### src/rtl/ee357_seq_alu.sv
// ee357_seq_alu -- registered MIPS R-type ALU with iterative multiply/divide.
//
// Single-cycle funct codes (ADD/SUB/logic/SLT/shifts/HI-LO moves) complete on
// the edge that samples start. MULT/MULTU/DIV/DIVU take W cycles, one
// product/quotient bit per cycle, and write the architectural HI/LO registers.
//
// Ports:
//   clk, rst_n        clock (rising edge), asynchronous active-low reset
//   start, func       issue request and MIPS funct code (ignored while busy)
//   opa, opb          operands; shifts use opa[SHW-1:0] as amount, opb as data
//   res               registered result
//   uov, sov, zero,   registered flags (unsigned ovf/borrow, signed ovf,
//   cout              result zero, carry out)
//   dbz               last DIV/DIVU had a zero divisor
//   hi, lo            architectural HI/LO registers
//   busy, done        multi-cycle op in progress / one-cycle completion pulse
module ee357_seq_alu #(
   parameter int W   = 32,
   parameter int SHW = $clog2(W)
) (
   input  logic         clk,
   input  logic         rst_n,
   input  logic         start,
   input  logic [5:0]   func,
   input  logic [W-1:0] opa,
   input  logic [W-1:0] opb,
   output logic [W-1:0] res,
   output logic         uov,
   output logic         sov,
   output logic         zero,
   output logic         cout,
   output logic         dbz,
   output logic [W-1:0] hi,
   output logic [W-1:0] lo,
   output logic         busy,
   output logic         done
);

   localparam logic [5:0] F_ADD = 6'b100000, F_SUB = 6'b100010, F_AND = 6'b100100,
                          F_OR  = 6'b100101, F_XOR = 6'b100110, F_NOR = 6'b100111,
                          F_SLT = 6'b101010, F_SLL = 6'b000000, F_SRL = 6'b000010,
                          F_SRA = 6'b000011, F_MFHI = 6'b010000, F_MTHI = 6'b010001,
                          F_MFLO = 6'b010010, F_MTLO = 6'b010011, F_MULT = 6'b011000,
                          F_MULTU = 6'b011001, F_DIV = 6'b011010, F_DIVU = 6'b011011;

   typedef enum logic {S_IDLE, S_RUN} state_t;

   state_t           state_q, state_d;
   logic [SHW-1:0]   cnt_q, cnt_d;
   logic [2*W-1:0]   acc_q, acc_d;
   logic [W-1:0]     op2_q, op2_d;
   logic [W-1:0]     opa_q, opa_d;
   logic             is_div_q, is_div_d;
   logic             neg_q, neg_d;
   logic             rneg_q, rneg_d;
   logic             dbz_pend_q, dbz_pend_d;
   logic [W-1:0]     res_q, res_d, hi_q, hi_d, lo_q, lo_d;
   logic             uov_q, uov_d, sov_q, sov_d, zero_q, zero_d, cout_q, cout_d;
   logic             dbz_q, dbz_d, done_q, done_d;

   // Magnitude of an operand; the most negative value maps to itself, which is
   // already the correct unsigned magnitude.
   function automatic logic [W-1:0] mag(input logic [W-1:0] x, input logic sgn);
      return (sgn && x[W-1]) ? ('0 - x) : x;
   endfunction

   logic [SHW-1:0] sh_amt;
   logic [W:0]     add_sum, sub_sum;
   logic           add_sov, sub_sov;
   logic           sgn_op;
   logic [W:0]     mul_sum, div_sh, div_diff;
   logic [2*W-1:0] mul_next, div_next, prod_fix;
   logic [W-1:0]   quo_fix, rem_fix;
   logic           known;

   // Adder/subtractor shared by ADD, SUB and SLT, plus one multiply/divide step.
   // The divide step uses acc as {remainder, dividend/quotient} shifting left.
   always_comb begin
      sh_amt   = opa[SHW-1:0];
      add_sum  = {1'b0, opa} + {1'b0, opb};
      sub_sum  = {1'b0, opa} + {1'b0, ~opb} + {{W{1'b0}}, 1'b1};
      add_sov  = (opa[W-1] == opb[W-1]) && (add_sum[W-1] != opa[W-1]);
      sub_sov  = (opa[W-1] != opb[W-1]) && (sub_sum[W-1] != opa[W-1]);
      sgn_op   = ~func[0];
      mul_sum  = {1'b0, acc_q[2*W-1:W]} + (acc_q[0] ? {1'b0, op2_q} : '0);
      mul_next = {mul_sum, acc_q[W-1:1]};
      div_sh   = acc_q[2*W-1:W-1];
      div_diff = div_sh - {1'b0, op2_q};
      div_next = div_diff[W] ? {div_sh[W-1:0], acc_q[W-2:0], 1'b0}
                             : {div_diff[W-1:0], acc_q[W-2:0], 1'b1};
      prod_fix = neg_q ? ('0 - mul_next) : mul_next;
      quo_fix  = neg_q ? ('0 - div_next[W-1:0]) : div_next[W-1:0];
      rem_fix  = rneg_q ? ('0 - div_next[2*W-1:W]) : div_next[2*W-1:W];
   end

   // Next-state and output logic for the IDLE/RUN controller.
   always_comb begin
      state_d    = state_q;
      cnt_d      = cnt_q;
      acc_d      = acc_q;
      op2_d      = op2_q;
      opa_d      = opa_q;
      is_div_d   = is_div_q;
      neg_d      = neg_q;
      rneg_d     = rneg_q;
      dbz_pend_d = dbz_pend_q;
      res_d      = res_q;
      hi_d       = hi_q;
      lo_d       = lo_q;
      uov_d      = uov_q;
      sov_d      = sov_q;
      zero_d     = zero_q;
      cout_d     = cout_q;
      dbz_d      = dbz_q;
      done_d     = 1'b0;
      known      = 1'b1;
      case (state_q)
         S_IDLE: begin
            if (start) begin
               uov_d  = 1'b0;
               sov_d  = 1'b0;
               cout_d = 1'b0;
               zero_d = 1'b0;
               done_d = 1'b1;
               case (func)
                  F_ADD: begin
                     res_d  = add_sum[W-1:0];
                     cout_d = add_sum[W];
                     uov_d  = add_sum[W];
                     sov_d  = add_sov;
                  end
                  F_SUB, F_SLT: begin
                     res_d  = (func == F_SLT) ? {{(W-1){1'b0}}, sub_sum[W-1] ^ sub_sov}
                                              : sub_sum[W-1:0];
                     cout_d = sub_sum[W];
                     uov_d  = ~sub_sum[W];
                     sov_d  = sub_sov;
                  end
                  F_AND:  res_d = opa & opb;
                  F_OR:   res_d = opa | opb;
                  F_XOR:  res_d = opa ^ opb;
                  F_NOR:  res_d = ~(opa | opb);
                  F_SLL:  res_d = opb << sh_amt;
                  F_SRL:  res_d = opb >> sh_amt;
                  F_SRA:  res_d = $unsigned($signed(opb) >>> sh_amt);
                  F_MFHI: res_d = hi_q;
                  F_MFLO: res_d = lo_q;
                  F_MTHI: begin
                     res_d = opa;
                     hi_d  = opa;
                  end
                  F_MTLO: begin
                     res_d = opa;
                     lo_d  = opa;
                  end
                  F_MULT, F_MULTU, F_DIV, F_DIVU: begin
                     // Flags and res keep their old values until completion.
                     uov_d      = uov_q;
                     sov_d      = sov_q;
                     cout_d     = cout_q;
                     zero_d     = zero_q;
                     done_d     = 1'b0;
                     known      = 1'b0;
                     state_d    = S_RUN;
                     cnt_d      = SHW'(W-1);
                     opa_d      = opa;
                     is_div_d   = func[1];
                     neg_d      = sgn_op & (opa[W-1] ^ opb[W-1]);
                     rneg_d     = func[1] & sgn_op & opa[W-1];
                     dbz_pend_d = func[1] & (opb == '0);
                     if (func[1]) begin
                        op2_d = mag(opb, sgn_op);
                        acc_d = {{W{1'b0}}, mag(opa, sgn_op)};
                     end else begin
                        op2_d = mag(opa, sgn_op);
                        acc_d = {{W{1'b0}}, mag(opb, sgn_op)};
                     end
                  end
                  default: begin
                     res_d = '0;
                     known = 1'b0;
                  end
               endcase
               if (known) begin
                  zero_d = (res_d == '0);
               end
            end
         end
         S_RUN: begin
            acc_d = is_div_q ? div_next : mul_next;
            cnt_d = cnt_q - 1'b1;
            if (cnt_q == '0) begin
               state_d = S_IDLE;
               done_d  = 1'b1;
               if (!is_div_q) begin
                  hi_d = prod_fix[2*W-1:W];
                  lo_d = prod_fix[W-1:0];
               end else if (dbz_pend_q) begin
                  hi_d = opa_q;
                  lo_d = '1;
               end else begin
                  hi_d = rem_fix;
                  lo_d = quo_fix;
               end
               if (is_div_q) begin
                  dbz_d = dbz_pend_q;
               end
               res_d  = lo_d;
               uov_d  = 1'b0;
               sov_d  = 1'b0;
               cout_d = 1'b0;
               zero_d = ({hi_d, lo_d} == '0);
            end
         end
         default: state_d = S_IDLE;
      endcase
   end

   // State and datapath registers.
   always_ff @(posedge clk or negedge rst_n) begin
      if (!rst_n) begin
         state_q    <= S_IDLE;
         cnt_q      <= '0;
         acc_q      <= '0;
         op2_q      <= '0;
         opa_q      <= '0;
         is_div_q   <= 1'b0;
         neg_q      <= 1'b0;
         rneg_q     <= 1'b0;
         dbz_pend_q <= 1'b0;
         res_q      <= '0;
         hi_q       <= '0;
         lo_q       <= '0;
         uov_q      <= 1'b0;
         sov_q      <= 1'b0;
         zero_q     <= 1'b0;
         cout_q     <= 1'b0;
         dbz_q      <= 1'b0;
         done_q     <= 1'b0;
      end else begin
         state_q    <= state_d;
         cnt_q      <= cnt_d;
         acc_q      <= acc_d;
         op2_q      <= op2_d;
         opa_q      <= opa_d;
         is_div_q   <= is_div_d;
         neg_q      <= neg_d;
         rneg_q     <= rneg_d;
         dbz_pend_q <= dbz_pend_d;
         res_q      <= res_d;
         hi_q       <= hi_d;
         lo_q       <= lo_d;
         uov_q      <= uov_d;
         sov_q      <= sov_d;
         zero_q     <= zero_d;
         cout_q     <= cout_d;
         dbz_q      <= dbz_d;
         done_q     <= done_d;
      end
   end

   assign res  = res_q;
   assign uov  = uov_q;
   assign sov  = sov_q;
   assign zero = zero_q;
   assign cout = cout_q;
   assign dbz  = dbz_q;
   assign hi   = hi_q;
   assign lo   = lo_q;
   assign busy = (state_q == S_RUN);
   assign done = done_q;

endmodule

### config.mk
export PLATFORM = sky130hd
export DESIGN_NAME = ee357_seq_alu
export DESIGN_NICKNAME = d
export VERILOG_FILES = /design/src/rtl/ee357_seq_alu.sv
export SDC_FILE = /design/constraint.sdc
export NUM_CORES = 2
export LEC_CHECK = 0
export BUFFER_PORTS_ARGS = -buffer_cell sky130_fd_sc_hd__buf_2
export CORE_MARGIN = 3
export CORE_UTILIZATION = 44
export CTS_BUF_LIST = sky130_fd_sc_hd__clkbuf_8
export DETAILED_ROUTE_END_ITERATION = 16
export PLACE_DENSITY = 0.7
export SYNTH_ARGS = -nofsm -noshare
export SYNTH_HDL_FRONTEND = slang
export SYNTH_SLANG_ARGS = --single-unit
### constraint.sdc
create_clock -name clk -period 19.4 [get_ports clk]
set_input_delay 2.91 -clock clk [delete_from_list [all_inputs] [get_ports clk]]
set_output_delay 2.91 -clock clk [all_outputs]
set_load 0.02 [all_outputs]
==> impl_metrics.py <==
metrics = {
    "synth": {
        "synthDistinctLibCells": 106,
        "syn_inst": 4070,
        "netlist.area_leader.share_pct": 19.56,
        "syn_avg_cell_area_sq_um": 7.545,
        "yosysWarnings": 0,
        "synth_nets": 4316,
        "synth-edff-count": 0,
        "netlist_area_sq_um": 30710,
        "synth_top_area_cell": "dfrtp_1",
        "ys_top_cells_by_area": "dfrtp_1, ha_1, o21ai_0",
        "async_reset_ff_share_pct": 100.0,
        "synth_seq_cells": 240,
        "synth_ff_type": "dfrtp_1",
        "ys_seq_area_share_pct": 19.56,
    },
    "global_routing": {
        "track_usage_pct": 46.32,
        "grt_overflow": 0,
        "grt_pass1_wl_um": 244900,
        "grt_pass1_vias": 31732,
        "antenna_found_initial": 21,
        "grt_start_max_net_pins": 103,
    },
    "timing": {
        "hold_viol": 0,
        "maxSlewHeadroom_pct": 1.688,
        "setup_tns_ns": 0,
        "rsz0062_at_grt": "no",
        "worst_pin_slew_ns": 1.459,
        "setup-violations-final": 0,
        "finalClockSkew_ns": 0.08423,
        "fmax_mhz": 101.9,
        "finalMaxSlewViolations": 0,
        "finalCritPeriodShare_pct": 50.56,
        "min_period_ns": 9.809,
        "timing.final.ws_setup_ns": 9.591,
    },
    "min_path": {
        "min_path_type": "flop to flop",
    },
    "worst_setup_path": {
        "crit_path_max_fanout": 51,
        "crit_path_end_kind": "flop",
        "critPathLaunchType": "primary input",
        "worstPathRequired_ns": 20.02,
        "cp.arrival_ns": 10.43,
        "critPathKind": "primary input to flop",
    },
    "clocking": {
        "clock-sinks": 240,
        "cts_resized": 0,
        "cts_tree": "built",
        "cts-root-buf": "clkbuf_8",
        "cts_inserted_buffers": 49,
        "postCtsSetupBuffers": 0,
        "h-tree-depth": 2,
        "postCtsHoldBufs": 0,
        "clk_pin_slew_worst_paths_ns": 0.06,
        "clk_latency_ns": 0.72,
        "clk_path_buf_depth": 3,
    },
    "detailed_routing": {
        "drc": 0,
        "firstDrtPassIters": 7,
        "drtIter0Drc": 6389,
        "final_antenna_net_count": 0,
        "routed_wl_um": 176800,
        "wl_per_cell_um": 35.12,
        "vias": 35791,
        "viasPerCell": 7.108,
    },
    "power": {
        "peakVddDrop_mv": 0.1048,
        "seqPwrFrac_pct": 20.8,
        "switching_power_uw": 3373,
        "power_density_nw_per_um2": 170.7,
        "leakage_uw": 0.01384,
        "intPower_uw": 2340,
        "p_comb_share_pct": 67.2,
        "sw_frac_of_total_pct": 59.04,
        "pwr-share-clk_pct": 11.9,
    },
    "floorplanning": {
        "die_w_um": 270.2,
        "dieArea_sq_um": 73000,
        "coreArea_sq_um": 68830,
        "num_io_pins": 176,
        "start_util_pct": 44.62,
        "num_rows": 96,
        "fp.dieH_um": 270.2,
    },
    "placement": {
        "dp_worst_setup_slack_ns": 9.381,
        "io_buffer_count": 175,
        "place.gp.congestion": 1.110,
        "hpwl_um": 138400,
    },
    "finish": {
        "drive_gt1_share_pct": 13.13,
        "area_growth_pct": 9.000,
        "nets": 4297,
    },
    "run": {
        "maxCapViolCount": 1,
    },
    "status": {
        "status": "finished with violations",
        "failed_checks": "max-capacitance violations",
    },
}
[sequential cells by signal (all words and copies together) (netlist names), 5 cells and up]
signal	flops
opa_q	32
lo	32
acc_q	64
hi	32
res	32
cnt_q	5
op2_q	32
[critical path: stages]
cell and delay, ns:
buf_2 0.08, buf_4 0.47, inv_1 0.50, ha_1 0.52, or4_1 0.62, nand3_1 0.30, nand3_1 0.30, o2111ai_1 0.25
a31oi_1 0.20, o31ai_1 0.48, a21oi_1 0.16, o31ai_1 0.31, a21oi_1 0.15, nor2_1 0.10, nor2_1 0.05, o21bai_1 0.19
fa_1 0.36, nand3b_1 0.15, nand3_1 0.08, a211o_1 0.31, nor4_1 0.30, nand3_1 0.12, nor4_1 0.47, nand4_1 0.18
nor4_1 0.37, and4_1 0.23, a32oi_1 0.10, o31ai_1 0.10
[power by group through the flow]
stage,clock [uW],sequential [uW],combinational [uW]
3_3_place_gp,0,1150,3630
6_report,682,1190,3840
2_1_floorplan,0,957,2390
4_1_cts,679,1140,3660
3_5_place_dp,0,1140,3640
5_1_grt,699,1180,4010
[layout by cell type, fill, tap and decap left out, types with 40 or more instances in the layout]
master	Yosys	layout
xnor2_1	170	169
o21ai_0	381	381
nand4_1	47	47
nand2_1	445	444
nor2_1	410	404
a31oi_1	52	50
xor2_1	81	81
dfrtp_1	240	237
a211oi_1	40	40
a21oi_1	289	287
a22oi_1	57	57
ha_1	168	168
inv_1	159	165
mux4_2	66	66
mux2_2	41	41
nor4_1	46	45
nand3_1	70	68
buf_2	29	171
buf_4	0	83
clkbuf_8	0	59
a221oi_1	42	42
o31ai_1	42	42
mux2i_1	122	122
o211ai_1	46	46
nor3_1	64	63
[worst paths after layout]
| path | from | to | slack [ns] | depth (start not counted) |
|---|---|---|---|---|
| max in group asynchronous | rst_n | busy | 15.47 | 2 |
| worst max-delay path | opa[4] | zero | 9.59 | 28 |
| worst min register to register | op2_q[29] | op2_q[29] | 0.48 | 2 |
| worst min-delay path | op2_q[29] | op2_q[29] | 0.48 | 2 |
| min in group asynchronous | rst_n | acc_q[43] | 2.27 | 1 |
| worst max register to register | acc_q[31] | hi[26] | 10.59 | 25 |
[metrics by stage]
step	area, sq um	total power [uW]	util (%)	hold WS (ns)	instances
6_report	33470	5713	48.63	0.4837	5035
5_1_grt	33440	5887	48.59	0.5118	5023
4_1_cts	33440	5475	48.59	0.4854	5022
3_5_place_dp	32250	4785	46.85	0.4725	4931
3_3_place_gp	32240	4774	46.84	0.4620	4931
2_1_floorplan	30710	3344	-	0.4418	4070
[layer usage]
metal	global-route usage [%]	vias up	wire length [um]
li1	-	15036	-
met1	61.95	17269	68200
met2	61.96	2929	67970
met3	19.41	545	28080
met4	26.24	12	12420
met5	0.8553	-	138
[synth_stat cells, drive strengths merged (14+ instances only)]
cell      n
a21boi   18
o21ai   395
o41ai    21
nand3b   14
or3      41
a22oi    57
a31oi    54
a21oi   291
a221o    17
ha      168
buf      69
dfrtp   240
o31ai    47
xor2     81
a22o     35
mux2i   122
o221ai   21
mux4     66
mux2     41
a21o     35
nor2b    17
a211oi   42
nor3     65
clkbuf  257
nor4     48
nor2    410
nand2   446
o21bai   22
o21a     25
xnor2   170
a222oi   24
nand2b   31
a211o    17
a221oi   43
and3     18
inv     159
nand4    47
o211ai   46
or4      19
nand3    70
o22ai    27
and2     37
or2      19
[area by class of cell]
| type | instances | area, sq um |
|---|---|---|
| Tap cell | 931 | 1165 |
| Clock buffer | 59 | 812.0 |
| Clock inverter | 32 | 381.6 |
| Fill cell | 7001 | 35350 |
| Inverter | 163 | 611.8 |
| Sequential cell | 240 | 6015 |
| Antenna cell | 13 | 32.53 |
| Timing Repair Buffer | 256 | 1505 |
| Multi-Input combinational cell | 3341 | 22950 |
[kinds of logic (layout without fill, tap and decap cells)]
kind of cell | Yosys count | in the layout | share of synthesized area [%]
AO/OA/AOI/OAI | 1364 | 1364 | 29.45
XOR/XNOR | 251 | 251 | 7.159
adder cells (fa/ha/maj) | 173 | 173 | 7.171
buffers and inverters | 489 | 510 | 6.193
flip-flops | 240 | 240 | 19.56
multiplexers | 229 | 229 | 10.32
other | 0 | 13 | 0
AND/OR/NAND/NOR | 1324 | 1324 | 20.15
(Power assumes the default switching activity.)
